**src/rtl/shift_reg_univ.sv**
```systemverilog
// Universal WIDTH-bit shift register with parallel load, shift/rotate/clear
// and a burst engine that repeats one operation for a programmed length.
module shift_reg_univ #(
  parameter int              WIDTH     = 8,
  parameter int              CNT_W     = 4,
  parameter logic [WIDTH-1:0] RESET_VAL = '0
) (
  input  logic             clk,
  input  logic             rst_n,
  input  logic             en,
  input  logic [2:0]       mode,
  input  logic [WIDTH-1:0] d,
  input  logic             sin_l,
  input  logic             sin_r,
  input  logic             start,
  input  logic [CNT_W-1:0] len,
  output logic [WIDTH-1:0] q,
  output logic             sout_l,
  output logic             sout_r,
  output logic             busy,
  output logic             done
);

  localparam logic [2:0] M_HOLD = 3'b000;
  localparam logic [2:0] M_LOAD = 3'b001;
  localparam logic [2:0] M_SHL  = 3'b010;
  localparam logic [2:0] M_LSR  = 3'b011;
  localparam logic [2:0] M_ASR  = 3'b100;
  localparam logic [2:0] M_ROL  = 3'b101;
  localparam logic [2:0] M_ROR  = 3'b110;
  localparam logic [2:0] M_CLR  = 3'b111;

  typedef enum logic {IDLE = 1'b0, BURST = 1'b1} state_t;

  state_t           state, state_nxt;
  logic [CNT_W-1:0] remaining, remaining_nxt;
  logic [2:0]       mode_lat, mode_lat_nxt;
  logic [2:0]       op_mode;
  logic             done_nxt;
  logic             apply;
  logic             len_zero, len_one;
  logic [WIDTH-1:0] q_nxt;

  function automatic logic [WIDTH-1:0] shift_op(
    input logic [2:0]       m,
    input logic [WIDTH-1:0] v,
    input logic [WIDTH-1:0] ld,
    input logic             sl,
    input logic             sr
  );
    logic [WIDTH-1:0] r;
    case (m)
      M_HOLD:  r = v;
      M_LOAD:  r = ld;
      M_SHL:   r = {v[WIDTH-2:0], sr};
      M_LSR:   r = {sl, v[WIDTH-1:1]};
      M_ASR:   r = {v[WIDTH-1], v[WIDTH-1:1]};
      M_ROL:   r = {v[WIDTH-2:0], v[WIDTH-1]};
      M_ROR:   r = {v[0], v[WIDTH-1:1]};
      M_CLR:   r = '0;
      default: r = v;
    endcase
    return r;
  endfunction

  assign len_zero = (len == '0);
  assign len_one  = (len == CNT_W'(1));

  // State register: FSM, burst counter, latched mode and done flag
  always_ff @(posedge clk or negedge rst_n) begin
    if (!rst_n) begin
      state     <= IDLE;
      remaining <= '0;
      mode_lat  <= M_HOLD;
      done      <= 1'b0;
    end else begin
      state     <= state_nxt;
      remaining <= remaining_nxt;
      mode_lat  <= mode_lat_nxt;
      done      <= done_nxt;
    end
  end

  // Next-state logic; everything holds while en is low
  always_comb begin
    state_nxt     = state;
    remaining_nxt = remaining;
    mode_lat_nxt  = mode_lat;
    done_nxt      = done;
    if (en) begin
      case (state)
        IDLE: begin
          done_nxt = start && (len_zero || len_one);
          if (start && !len_zero && !len_one) begin
            state_nxt     = BURST;
            remaining_nxt = len - CNT_W'(1);
            mode_lat_nxt  = mode;
          end
        end
        BURST: begin
          remaining_nxt = remaining - CNT_W'(1);
          done_nxt      = (remaining == CNT_W'(1));
          if (remaining == CNT_W'(1)) begin
            state_nxt = IDLE;
          end
        end
        default: state_nxt = IDLE;
      endcase
    end
  end

  // Output logic: live mode in IDLE, latched mode in BURST; len=0 start is a no-op
  always_comb begin
    busy    = (state == BURST);
    op_mode = (state == BURST) ? mode_lat : mode;
    apply   = en && !((state == IDLE) && start && len_zero);
    q_nxt   = apply ? shift_op(op_mode, q, d, sin_l, sin_r) : q;
  end

  always_ff @(posedge clk or negedge rst_n) begin
    if (!rst_n) begin
      q <= RESET_VAL;
    end else begin
      q <= q_nxt;
    end
  end

  assign sout_l = q[WIDTH-1];
  assign sout_r = q[0];

endmodule

```
**config.mk**
```make
export PLATFORM = sky130hd
export DESIGN_NAME = shift_reg_univ
export DESIGN_NICKNAME = d
export VERILOG_FILES = /design/src/rtl/shift_reg_univ.sv
export SDC_FILE = /design/constraint.sdc
export NUM_CORES = 1
export LEC_CHECK = 0
export CORE_UTILIZATION = 51
export DETAILED_ROUTE_END_ITERATION = 6
export HOLD_SLACK_MARGIN = 0.15
export MAX_ROUTING_LAYER = met4
export PLACE_DENSITY = 0.81
export SETUP_SLACK_MARGIN = 0.4
export SLEW_MARGIN = 15
export SYNTH_ARGS = -nofsm -noshare
export SYNTH_HDL_FRONTEND = slang
export SYNTH_SLANG_ARGS = --single-unit
```
**constraint.sdc**
```tcl
create_clock -name clk -period 3.7 [get_ports clk]
set_clock_uncertainty 0.15 [all_clocks]
set_input_delay 0.74 -clock clk [delete_from_list [all_inputs] [get_ports clk]]
set_output_delay 0.74 -clock clk [all_outputs]
set_load 0.02 [all_outputs]
```
# Word level (Yosys, flattened, before mapping)
# Index checks and enable logic that the tools add are counted.
word_totals:
  regBits: 17
  inputBits: 21
  output_inout_bits: 12
  wordCells: 45
classes:
  add_sub_neg: 2
  n_eq_ne: 10
  n_mux: 8
  bitwise_logic: 3
  reduce_logical: 16
ops:
  columns: ["cell", "n"]
  rows:
  - ["case mux 8 bit (7 select lines)", 1]
  - ["== test 3 bit (second input constant)", 4]
  - ["== test 4 x 1 -> 1 bit (second input constant)", 2]
  - ["case mux 4 bit (2 select lines)", 1]
  - ["subtractor 4 x 1 -> 4 bit (second input constant)", 2]
  - ["== test 3 x 2 -> 1 bit (second input constant)", 2]
  - ["logical AND 1 bit", 6]
  - ["AND reduction 3 bit", 2]
  - ["logical NOT 4 bit", 1]
  - ["2-to-1 mux 4 bit", 1]
  - ["case mux 1 bit (2 select lines)", 2]
  - ["AND reduction 2 bit", 2]
  - ["== test 3 x 1 -> 1 bit (second input constant)", 1]
  - ["logical NOT 1 bit", 3]
  - ["logical NOT 3 bit", 1]
  - ["2-to-1 mux 3 bit", 1]
  - ["inverter 1 bit", 3]
  - ["2-to-1 mux 1 bit", 2]
  - ["!= test 2 bit (second input constant)", 1]
  - ["logical OR 1 bit", 1]

# Depth between registers and ports, before layout
# Gate-level depths: netlist of run 1.
logic_depth:
  ltp_word: 6
  mapped_depth: 7
  ltp_nobuf: 6

# Worst setup path before layout of run 1
# OpenSTA, ideal clock, no wires.
synth_timing:
  kind: "in2reg"
  from: "input len[0]"
  to: "register q[1]"
  setup_time_ns: 0.086
  arrival_time_ns: 1.885
  required_ns: 3.464
  path_slack_ns: 1.579
  stages: 7
  path_buffers: 1
  path_cell_list: "inv_1 ha_1 a31o_1 a21o_1 or2_1 buf_6 o221ai_2"
synth_between:
  elab_chain_cells: 5
synth_lines:
  columns: ["element", "line", "text"]
  rows:
  - ["start: declaration", "16", "input logic [CNT_W-1:0] len,"]
  - ["logical NOT 4 bit", "66", "assign len_zero = (len == '0);"]
  - ["logical AND 1 bit", "116", "apply = en && !((state == IDLE) && start && len_zero);"]
  - ["logical NOT 1 bit", "116", null]
  - ["logical AND 1 bit", "116", null]
  - ["AND reduction 2 bit (no line)", null, null]
  - ["end signal: assignment", "124", "q <= q_nxt;"]
  - ["end: declaration", "17", "output logic [WIDTH-1:0] q,"]
# Every way passes these cells.
# A chain may end at the register's enable or synchronous reset.

# Worst setup path after layout of run 1
layout_timing:
  from: "register state, in the netlist busy"
  to: "output busy"
layout_lines:
  columns: ["element", "line", "text"]
  rows:
  - ["start: declaration", "35", "state_t state, state_nxt;"]
  - ["start signal: assignment", "77", "state <= state_nxt;"]
  - ["end: declaration", "20", "output logic busy,"]
# No word-level cell between the ends.

==> summary.md, run 1 <==
* 1 — Worst Hold Path Cells
* 0.316 — Reg power frac
* 1850 ps — arrival time of the worst setup path
* 0 — number of failing setup endpoints in the final timing report
* false — RSZ-0062 raised after global routing
* 2191 um2 — total core area
* 124 — Synth Instances
* 0.6933 — final core area utilization
* 0.1364 — layout cell share with drive strength beyond 1
* 0.7412 — Final Cycle Share
* 38 — Synth cell types
* 149 — syn_nets
* 2.606 mm — Detailed Route WL
* complete, no violations — outcome
* 2518 um2 — die footprint
* 31 — number of DRC violations after detailed-routing iteration 0
* built — clock tree from TritonCTS
* 0 — number of antenna violations at the first check in global routing
* 9.545 um2 — Mapped Avg Cell Area
* 4.360 mm — first-pass GRT wire length
* 100 ps — register clock-pin slew on the reported worst setup and hold paths
* 2 — clock tree buffer depth
* 0.8324 — final RePlAce weighted congestion
* 17 — number of placement rows
* sky130_fd_sc_hd__dfrtp_1 — library cell with the largest summed area after synthesis
* 0.5311 mV — maximum vdd ir drop
* 24 — pin count of the biggest net entering global routing
* 820 ps — biggest cell delay along the critical path
* met2 — most used routing layer in global routing
* 50.18 um — y dimension of the die
* 1.000 — Async S/R FF share, synth
* 0 — max-cap violations
* sky130_fd_sc_hd__dfrtp_1 — Slowest-stage cell, CP
* 1.967 mm — dpl hpwl
* 0.03030 — met3 usage in global routing
* 180 — post-layout net count
* 0.3594 — area share of the largest cell type after synthesis
* 580.1 uW — reported net switching power
* 1 — number of gates on the worst path with buffers counted
* reg -> reg — type of the most critical hold path
* 2810 ps — required arrival time at the worst endpoint
* 0 ps — setup TNS
* 0 — antenna violation net count after detailed routing
* register — startpoint type of the worst setup path
* 0.3756 — met2 Resource Use GR
* 1184 um2 — post-synth design cell area
* 0 — quantity of gates resized following cts
* 23 — peak fanout along the critical path
* 0.5403 — initial cell density of the core
* 50.18 um — die width
* 1 — Crit path buffers/inverters
* 32 — count of input and output buffers
* 0.3594 — sequential element share of the synthesized area
* 290 ps — clock network latency to the later pin of the worst-skew pair
* 0.2929 — met1 usage in global routing
* 33 — IO Pins
* output pin — Worst setup EP type
* reg -> out — Crit Path Class
* 0 — number of buffers added for setup after CTS
* 0.4569 — switching share of power
* 4 — first-pass iteration count of the detailed router
* 1519 um2 — Non-Filler Cell Area, Final
* 0.6418 nW — Leakage
* 763.7 ps — Worst Max-Slew Pin Slew
* 1065 — total number of vias
* 1493 um2 — post-detailed-placement cell area
* 0 — gr ovfl total
* 0 — Yosys warnings
* 0.4893 — remaining max-slew budget at the tightest pin
* 835.8 nW/um2 — power density over the cells
* 0.079 — share of power burned in the clock network
* 14.32 um — average routed wire per standard cell
* 0.3646 GHz — maximum clock frequency
* 17 — # clock sinks
* 1004 — number of global-route vias before repair
* 0.606 — relative contribution of combinational cells to total power
* 0 — count of flip-flops with a built-in enable after synthesis
* 1 — H-tree levels
* 0 — antenna cells
* 17 — FF+latch count, synth
* 689.5 uW — internal cell power
* 0 — final hold violation count
* 28.33% — Area growth syn-to-layout
* 176 — final-layout fill cell count
* 0 — Hold Buf Count CTS
* 0.2353 — overall track demand over capacity in global routing
* 0 — Final Max Slew Viols
* sky130_fd_sc_hd__dfrtp_1 36%, sky130_fd_sc_hd__o221ai_2 7.6%, sky130_fd_sc_hd__nand2_1 6.0%, sky130_fd_sc_hd__mux2_2 5.7%, sky130_fd_sc_hd__ha_1 4.2% — ranking of synthesized cells by area
* sky130_fd_sc_hd__clkbuf_4 — clock root buffer
* 3 — Inserted Clock Buffers
* 2742 ps — post-route minimum period
* clkdlybuf4s50_1 — critical path cell sequence
* sky130_fd_sc_hd__dfrtp_1 — most common flop cell mapped by yosys
* 4 — Worst R2R Path Depth
* flip-flops — Top delay family on crit path
* 5.852 — drt via density
* 0 — DRC viols
==> cells in the mapped netlist (2+ instances only) <==
library cell,n
sky130_fd_sc_hd__a21oi_1,4
sky130_fd_sc_hd__nand3_1,3
sky130_fd_sc_hd__mux2i_1,3
sky130_fd_sc_hd__xor2_1,3
sky130_fd_sc_hd__o221ai_2,6
sky130_fd_sc_hd__nor2_1,7
sky130_fd_sc_hd__nand2_1,19
sky130_fd_sc_hd__o221a_2,2
sky130_fd_sc_hd__a22oi_1,6
sky130_fd_sc_hd__mux2_2,6
sky130_fd_sc_hd__a21o_1,2
sky130_fd_sc_hd__nor2b_1,3
sky130_fd_sc_hd__dfrtp_1,17
sky130_fd_sc_hd__nor3_1,3
sky130_fd_sc_hd__a31oi_1,2
sky130_fd_sc_hd__buf_4,4
sky130_fd_sc_hd__o21ai_0,5
sky130_fd_sc_hd__inv_1,6
sky130_fd_sc_hd__ha_1,4
==> layout by cell type (no fill, tap or decap), types with 2 or more instances in the layout <==
cell and n:
sky130_fd_sc_hd__a21o_1 2, sky130_fd_sc_hd__a21oi_1 4, sky130_fd_sc_hd__a22oi_1 6, sky130_fd_sc_hd__a31oi_1 2, sky130_fd_sc_hd__clkbuf_4 3, sky130_fd_sc_hd__clkdlybuf4s50_1 32
sky130_fd_sc_hd__dfrtp_1 17, sky130_fd_sc_hd__ha_1 4, sky130_fd_sc_hd__inv_1 6, sky130_fd_sc_hd__mux2_2 6, sky130_fd_sc_hd__mux2i_1 3, sky130_fd_sc_hd__nand2_1 19
sky130_fd_sc_hd__nand3_1 3, sky130_fd_sc_hd__nor2_1 7, sky130_fd_sc_hd__nor2b_1 3, sky130_fd_sc_hd__nor3_1 3, sky130_fd_sc_hd__o21ai_0 5, sky130_fd_sc_hd__o221a_2 2
sky130_fd_sc_hd__o221ai_2 6, sky130_fd_sc_hd__xor2_1 3
==> kinds of logic (layout without fill, tap and decap cells) <==
family                     Yosys count  count (layout)  synth area share
adders and majority gates            4               4           0.04228
AOI/OAI and AO/OA                   38              38            0.2780
muxes                                9               9           0.08245
and+or+nand+nor                     39              39            0.1469
DFF                                 17              17            0.3594
xor gates and xnor gates             4               4           0.02960
buffers and inverters               13              43           0.06130
==> layout make-up <==
cell class / instances / area (um2) / area share
Sequential cell: 17 / 425.4 / 0.2801
Inverter: 7 / 26.28 / 0.01730
Tap cell: 28 / 35.03 / 0.02306
Multi-Input combinational cell: 94 / 685.7 / 0.4514
Timing Repair Buffer: 32 / 320.3 / 0.2109
Clock buffer: 4 / 26.28 / 0.01730
==> power by group through the flow <==
stage / combinational, mW / sequential [mW] / clock [mW]
floorplan: 0.544 / 0.413 / 0
global placement: 0.750 / 0.396 / 0
detailed placement: 0.770 / 0.399 / 0
CTS: 0.772 / 0.398 / 0.0993
global route: 0.841 / 0.416 / 0.111
finish: 0.769 / 0.401 / 0.0999
==> stage by stage <==
| step | power (mW) | hold WS, ps | cells | setup WS [ps] |
|---|---|---|---|---|
| 5_1_grt | 1.369 | 383.6 | 182 | 856.7 |
| 3_3_place_gp | 1.146 | 334.1 | 178 | 762.5 |
| 2_1_floorplan | 0.9572 | 294.4 | 124 | 1579 |
| 4_1_cts | 1.269 | 366.6 | 182 | 976.3 |
| 3_5_place_dp | 1.170 | 339.7 | 178 | 671.4 |
| 6_report | 1.270 | 358.4 | 182 | 957.5 |
==> routing by layer <==
metal | wire, um | part of all wire
met4 | 45 | 0.017
met2 | 1266 | 0.49
met1 | 1198 | 0.46
met3 | 95 | 0.036
met5 | 0 | 0
==> registers in the layout, summed over array words and instances, names as in the netlist <==
| signal | count |
|---|---|
| done | 1 |
| mode_lat | 3 |
| remaining | 4 |
| q | 8 |
| busy | 1 |
==> worst paths after layout <==
check	startpoint	end	slack, ps
worst min-delay path	done$_DFFE_PN0P_	done$_DFFE_PN0P_	360
min in group asynchronous	rst_n	q[2]$_DFFE_PN0P_	730
worst min register to register	done$_DFFE_PN0P_	done$_DFFE_PN0P_	360
worst max register to register	busy$_DFFE_PN0P_	q[4]$_DFFE_PN0P_	1050
worst max-delay path	busy$_DFFE_PN0P_	busy	960
max in group asynchronous	rst_n	remaining[1]$_DFFE_PN0P_	2180
No activity file was read; power rests on OpenSTA's default activity.
==> inputs of run 2 (changes only) <==
Settings changed: CORE_UTILIZATION 51 to 43, PLACE_DENSITY 0.81 to 0.73.
Clock period 3.7 ns to 2.25 ns, I/O delays scaled along.
==> run 2 against run 1 <==
Compared with the run above:
- first-iteration DRC count down 42%
- critical path depth up 6
- non-clock buffer count up 20
- clock power up 71%
- count of clock-buffer cells in the layout down 1
- via count up 6.0%
- combinational power up 100%
- worst hold slack worse by 50 ps
- highest routed layer unchanged
- global-route usage up 0.060 points
- die area up 18%
- sequential share of layout area down 3.5 points
- cell count up 12%
==> summary.md, run 2 (synthesized netlist as in run 1, its figures left out) <==
* 1740 um2 — Non-Filler Cell Area, Final, +15%
* 0 — antenna violation net count after detailed routing, unchanged
* 137 um — sum of met3 wire segment lengths after detailed routing, +44%
* 18 — number of placement rows, +1
* 200 — post-layout net count, +11%
* 1 — H-tree levels, unchanged
* 290 ps — clock network latency to the later pin of the worst-skew pair, about the same
* met4 — max layer used
* 17 — # clock sinks, unchanged
* sky130_fd_sc_hd__buf_4 — leading cell type in the layout, fill and taps excluded
* 1129 — total number of vias, +6.0%
* 0.8108 — remaining max-slew budget at the tightest pin, +0.3215
* 8 — max reg flops, unchanged
* 202 — final-layout fill cell count, +15%
* 3 — Inserted Clock Buffers, unchanged
* 4 — first-pass iteration count of the detailed router, unchanged
* 3.063 mm — Detailed Route WL, +18%
* 5.534 — drt via density, -5.4%
* 2 — clock tree buffer depth, unchanged
* 18 — pin count of the biggest net entering global routing, -25%
* 356.4 ps — final critical-path setup slack, -601.1 ps
* 0 — Final Max Slew Viols, unchanged
* 0.6839 — final core area utilization, -0.009444
* 110 ps — register clock-pin slew on the reported worst setup and hold paths, about the same
* -150.2 ps — setup slack after placement, -821.5 ps
* 2.267 mm — dpl hpwl, +15%
* 0.2359 — overall track demand over capacity in global routing, +0.0005995
* register — Worst setup EP type
* 0.8941 mV — maximum vdd ir drop, +68%
* 0.8540 — final RePlAce weighted congestion, +2.6%
* 20 x sky130_fd_sc_hd__buf_4, 19 x sky130_fd_sc_hd__nand2_1, 16 x sky130_fd_sc_hd__dfrtp_1 — most frequent cells in the layout
* complete, no violations — outcome
* 2310 ps — required arrival time at the worst endpoint, -500 ps
* 2545 um2 — total core area, +16%
* 1.440 mm — Detail Route met2 WL, +14%
* 0 — number of antenna violations at the first check in global routing, unchanged
* 0 — final hold violation count, unchanged
* 32 — count of input and output buffers, unchanged
* 4.747 mm — first-pass GRT wire length, +8.9%
* 0 — number of failing setup endpoints in the final timing report, unchanged
* 54.47 um — y dimension of the die, +8.6%
* true — RSZ-0062 raised after global routing
* 1367 nW/um2 — power density over the cells, +64%
* 47.04% — Area growth syn-to-layout
* 0 — Hold Buf Count CTS, unchanged
* 0 — gr ovfl total, unchanged
* 1950 ps — arrival time of the worst setup path, +100 ps
* 6 — Worst R2R Path Depth, +2
* in -> async — type of the most critical hold path
* built — clock tree from TritonCTS
* 1.466 mm — wire length on met1, +22%
* 283.2 ps — Worst Max-Slew Pin Slew, -480.5 ps
* 18 — number of DRC violations after detailed-routing iteration 0, -42%
* 2 — peak fanout along the critical path, -91%
* sky130_fd_sc_hd__clkbuf_4 — clock root buffer
* 2966 um2 — die footprint, +18%
* 426.7 um2 — FF/Latch Area, +0.29%
* 1615 um2 — post-detailed-placement cell area, +8.2%
* 0.3276 — layout cell share with drive strength beyond 1, +0.1912
* 1029 — number of global-route vias before repair, +2.5%
* 0 — max-cap violations, unchanged
* 0 — DRC viols, unchanged
* 0.4651 — initial cell density of the core, -0.07517
* 765.7 um2 — multi-input logic area, +12%
* q: 8 flops, remaining: 4 flops, mode_lat: 3 flops — largest registers
* in -> reg — Crit Path Class
* 0.8043 nW — Leakage, +25%
* 2.379 mW — overall power, +87%
* 0.8416 — Final Cycle Share
* 308.4 ps — Fin Hold WS, -49.99 ps
* 54.47 um — die width, +8.6%
* 420 ps — slack of the worst reg-to-reg path, -630 ps
* 0 — antenna cells, unchanged
* 15.01 um — average routed wire per standard cell, +4.9%
* input port — startpoint type of the worst setup path
* q — Reg with most FFs
* 1894 ps — post-route minimum period
* 0.5281 GHz — maximum clock frequency
* 33 — IO Pins, unchanged
## run 2: cell count changes in the layout (fill, tap and decap cells not counted), sizes merged
cell / delta
buf: +20
clkdlybuf4s50: -17
dlygate4sd2: +15
dlymetal6s2s: +2
clkbuf: -1
clkinv: +1
## run 2: worst paths after layout
check | start | to
max in group asynchronous | rst_n | busy$_DFFE_PN0P_
min | rst_n | q[0]$_DFFE_PN0P_
max | start | q[7]$_DFFE_PN0P_
min reg2reg | done$_DFFE_PN0P_ | done$_DFFE_PN0P_
min in group clk | done$_DFFE_PN0P_ | done$_DFFE_PN0P_
max reg2reg | busy$_DFFE_PN0P_ | q[7]$_DFFE_PN0P_
## run 2: routing by layer
| layer | GRT usage | vias up |
|---|---|---|
| met5 | - | - |
| met2 | 0.3638 | 28 |
| li1 | - | 559 |
| met3 | 0.06944 | 4 |
| met1 | 0.3052 | 538 |
| met4 | 0.04701 | 0 |
## run 2: repair_timing
item | 4_1_cts | 5_1_grt
buffers inserted | 3 | 1
setup endpoints to repair | 27 | 10
gates resized for setup | 20 | 14
pin swaps | 5 | 3
## run 2: power by group
group	total, mW	internal (mW)	leakage [nW]	switching (mW)
clock network	0.171	0.0662	0.0177	0.105
registers	0.645	0.452	0.207	0.193
logic	1.56	0.757	0.579	0.805
## run 2: per-stage QoR
step                instances  setup TNS, ps
floorplan                 124              0
global placement          196         -894.2
detailed placement        196          -1406
CTS                       203              0
global route              204              0
finish                    204              0
## run 2: final cells by class
cell class	count	share of cell area
multi-input cells	94	0.4400
repair buffers	52	0.2624
flip-flops and latches	17	0.2451
well taps	30	0.02157
inverters	7	0.01510
clock buffers	3	0.01294
clock inverters	1	0.002876
## run 2: worst max-delay path, cell delays in order
cell and delay, ps:
sky130_fd_sc_hd__clkdlybuf4s50_1 410, sky130_fd_sc_hd__nor2b_1 160, sky130_fd_sc_hd__a31o_1 230, sky130_fd_sc_hd__buf_4 140, sky130_fd_sc_hd__a21oi_1 210, sky130_fd_sc_hd__nor2_1 80, sky130_fd_sc_hd__a311oi_2 260
==> inputs of run 3 (changes only) <==
Clock period 2.25 ns to 1.6 ns, I/O delays scaled along.
==> run 3 against run 2 <==
Compared with the run above:
- the run now ends with negative setup slack left
- highest routed layer unchanged
- worst hold slack lost 160 ps
- count of clock-buffer cells in the layout rose by 1
- routed wire length is 40% higher
- sequential power up 35%
- via count increased by 21%
- first-iteration DRC count is 61% higher
- critical path depth is 1 lower
- non-clock buffer count is 29 higher
- critical path type is now reg -> reg
- cell count is 14% higher
- sequential share of layout area shrank 4.7 points
- clock power increased by 47%
==> summary.md, run 3 (synthesized netlist as in run 1, its figures left out) <==
* q: 8 flops, remaining: 4 flops, mode_lat: 3 flops — largest registers
* 54.47 um — die width, unchanged
* 1295 — number of global-route vias before repair, +26%
* 37 x sky130_fd_sc_hd__buf_4, 19 x sky130_fd_sc_hd__buf_6, 16 x sky130_fd_sc_hd__nand2_1 — most frequent cells in the layout
* 1364 — total number of vias, +21%
* 1 — H-tree levels, unchanged
* -240 ps — slack of the worst reg-to-reg path, -660 ps
* register — startpoint type of the worst setup path
* 1660 ps — required arrival time at the worst endpoint, -650 ps
* 33 — IO Pins, unchanged
* 1900 ps — arrival time of the worst setup path, -50 ps
* 3 — Inserted Clock Buffers, unchanged
* 2 — clock tree buffer depth, unchanged
* 427.9 um2 — FF/Latch Area, +0.29%
* 141 — final-layout fill cell count, -30%
* 29 — number of DRC violations after detailed-routing iteration 0, +11
* 0 — number of antenna violations at the first check in global routing, unchanged
* register — Worst setup EP type
* -627.3 ps — setup slack after placement, -477.1 ps
* 0.8624 — final RePlAce weighted congestion, +0.98%
* 0.9804 nW — Leakage, +22%
* 2966 um2 — die footprint, unchanged
* 17 — # clock sinks, unchanged
* 422.9 ps — Worst Max-Slew Pin Slew, +139.7 ps
* sky130_fd_sc_hd__buf_4 — leading cell type in the layout, fill and taps excluded
* true — RSZ-0062 raised after global routing
* 54.47 um — y dimension of the die, unchanged
* 440 ps — biggest cell delay along the critical path, +30 ps
* q — Reg with most FFs
* 4.284 mm — Detailed Route WL, +40%
* -1521 ps — setup TNS, -1521 ps
* 0.3196 — met1 usage in global routing, +0.01436
* finished, violations left — outcome
* 146.7 ps — Fin Hold WS, -161.6 ps
* 0 — antenna violation net count after detailed routing, unchanged
* 0 — antenna cells, unchanged
* 0.5427 GHz — maximum clock frequency
* 32 — count of input and output buffers, unchanged
* 82.03% — Area growth syn-to-layout
* 2.426 mm — dpl hpwl, +7.0%
* 0 — DRC viols, unchanged
* 2155 um2 — Non-Filler Cell Area, Final, +24%
* negative setup slack — violated checks
* 229 — post-layout net count, +14%
* 1843 ps — post-route minimum period
* -242.8 ps — final critical-path setup slack, -599.2 ps
* 0 — Final Max Slew Viols, unchanged
* 0 — gr ovfl total, unchanged
* 1992 nW/um2 — power density over the cells, +46%
* buf_8 -> buf_12 -> o32ai_4 -> a221o_2 -> a211oi_2 -> a311oi_1 — critical path cell sequence
* built — clock tree from TritonCTS
* 877.1 um2 — multi-input logic area, +15%
* 1.152 — Final Cycle Share
* 2545 um2 — total core area, unchanged
* 0 — max-cap violations, unchanged
* 1.449 mV — maximum vdd ir drop, +62%
* 18.39 um — average routed wire per standard cell, +22%
* reg -> reg — Crit Path Class
* 0.4651 — initial cell density of the core, unchanged
* 7 — peak fanout along the critical path, +5
* 18 — number of placement rows, unchanged
* 4.292 mW — overall power, +80%
* 0.2890 — overall track demand over capacity in global routing, +0.05311
* 110 ps — register clock-pin slew on the reported worst setup and hold paths, about the same
* sky130_fd_sc_hd__clkbuf_4 — clock root buffer
* 300 ps — clock network latency to the later pin of the worst-skew pair, about the same
* met2 — most used routing layer in global routing
* 0.7181 — remaining max-slew budget at the tightest pin, -0.09273
* 5.854 — drt via density, +5.8%
* in -> async — type of the most critical hold path
* 8 — number of failing setup endpoints in the final timing report, +8
* 15 — pin count of the biggest net entering global routing, -3
* 0 — final hold violation count, unchanged
* 5.802 mm — first-pass GRT wire length, +22%
* 1733 um2 — post-detailed-placement cell area, +7.3%
* sky130_fd_sc_hd__dfrtp_2 — Slowest-stage cell, CP
* 0.5000 — met2 Resource Use GR, +0.1362
* 4 — first-pass iteration count of the detailed router, unchanged
* 0.05000 — met3 usage in global routing, -0.01944
* 0.5665 — layout cell share with drive strength beyond 1, +0.2389
* 8 — max reg flops, unchanged
## run 3: cell types whose count changed in the layout (fill, tap and decap cells not counted), moves of 4 or more
cell | before | now
sky130_fd_sc_hd__inv_2 | 1 | 5
sky130_fd_sc_hd__inv_1 | 6 | 2
sky130_fd_sc_hd__dlygate4sd2_1 | 15 | 6
sky130_fd_sc_hd__buf_4 | 20 | 37
sky130_fd_sc_hd__ha_4 | 0 | 4
sky130_fd_sc_hd__buf_6 | 0 | 19
## run 3: per-stage QoR
stage	util	instances
after floorplan	-	124
after global placement	0.6809	204
after detailed placement	0.6809	204
after CTS	0.8038	222
after global routing	0.8466	233
final	0.8466	233
## run 3: critical path: cells and delay by family, from the launching register on
family,cells,cell delay (ps)
AO/OA/AOI/OAI,4,870
flip-flops,1,440
buffers and inverters,2,280
## run 3: worst paths after layout
kind | cells past startpoint | startpoint | endpoint
max | 6 | busy$_DFFE_PN0P_ | q[7]$_DFFE_PN0P_
max reg2reg | 6 | busy$_DFFE_PN0P_ | q[7]$_DFFE_PN0P_
min | 1 | rst_n | remaining[1]$_DFFE_PN0P_
min in group clk | 4 | len[0] | remaining[0]$_DFFE_PN0P_
min reg2reg | 1 | mode_lat[1]$_DFFE_PN0P_ | mode_lat[1]$_DFFE_PN0P_
max in group asynchronous | 2 | rst_n | q[7]$_DFFE_PN0P_
## run 3: repair_timing
action	4_1_cts	5_1_grt
hold buffers	0	0
gates resized for setup	127	8
pin swaps	14	6
setup endpoints to repair	29	29
buffers inserted	14	11
## run 3: area by class of cell
| class | count | area share |
|---|---|---|
| tap | 30 | 0.01742 |
| inverter | 7 | 0.01220 |
| sequential | 17 | 0.1986 |
| timing repair buffer | 81 | 0.3525 |
| clock buffer | 4 | 0.01220 |
| multi-input combinational | 94 | 0.4071 |
## run 3: layer usage
metal  part of all wire  vias to the layer above
met4              0.023                        0
met3              0.049                       13
li1                   -                      615
met2               0.52                       53
met1               0.41                      683
met5                  0                        -
## run 3: where the power goes
group	switching, mW	internal [mW]
logic	1.50	1.67
registers	0.233	0.639
clock network	0.154	0.0974
total	1.89	2.40
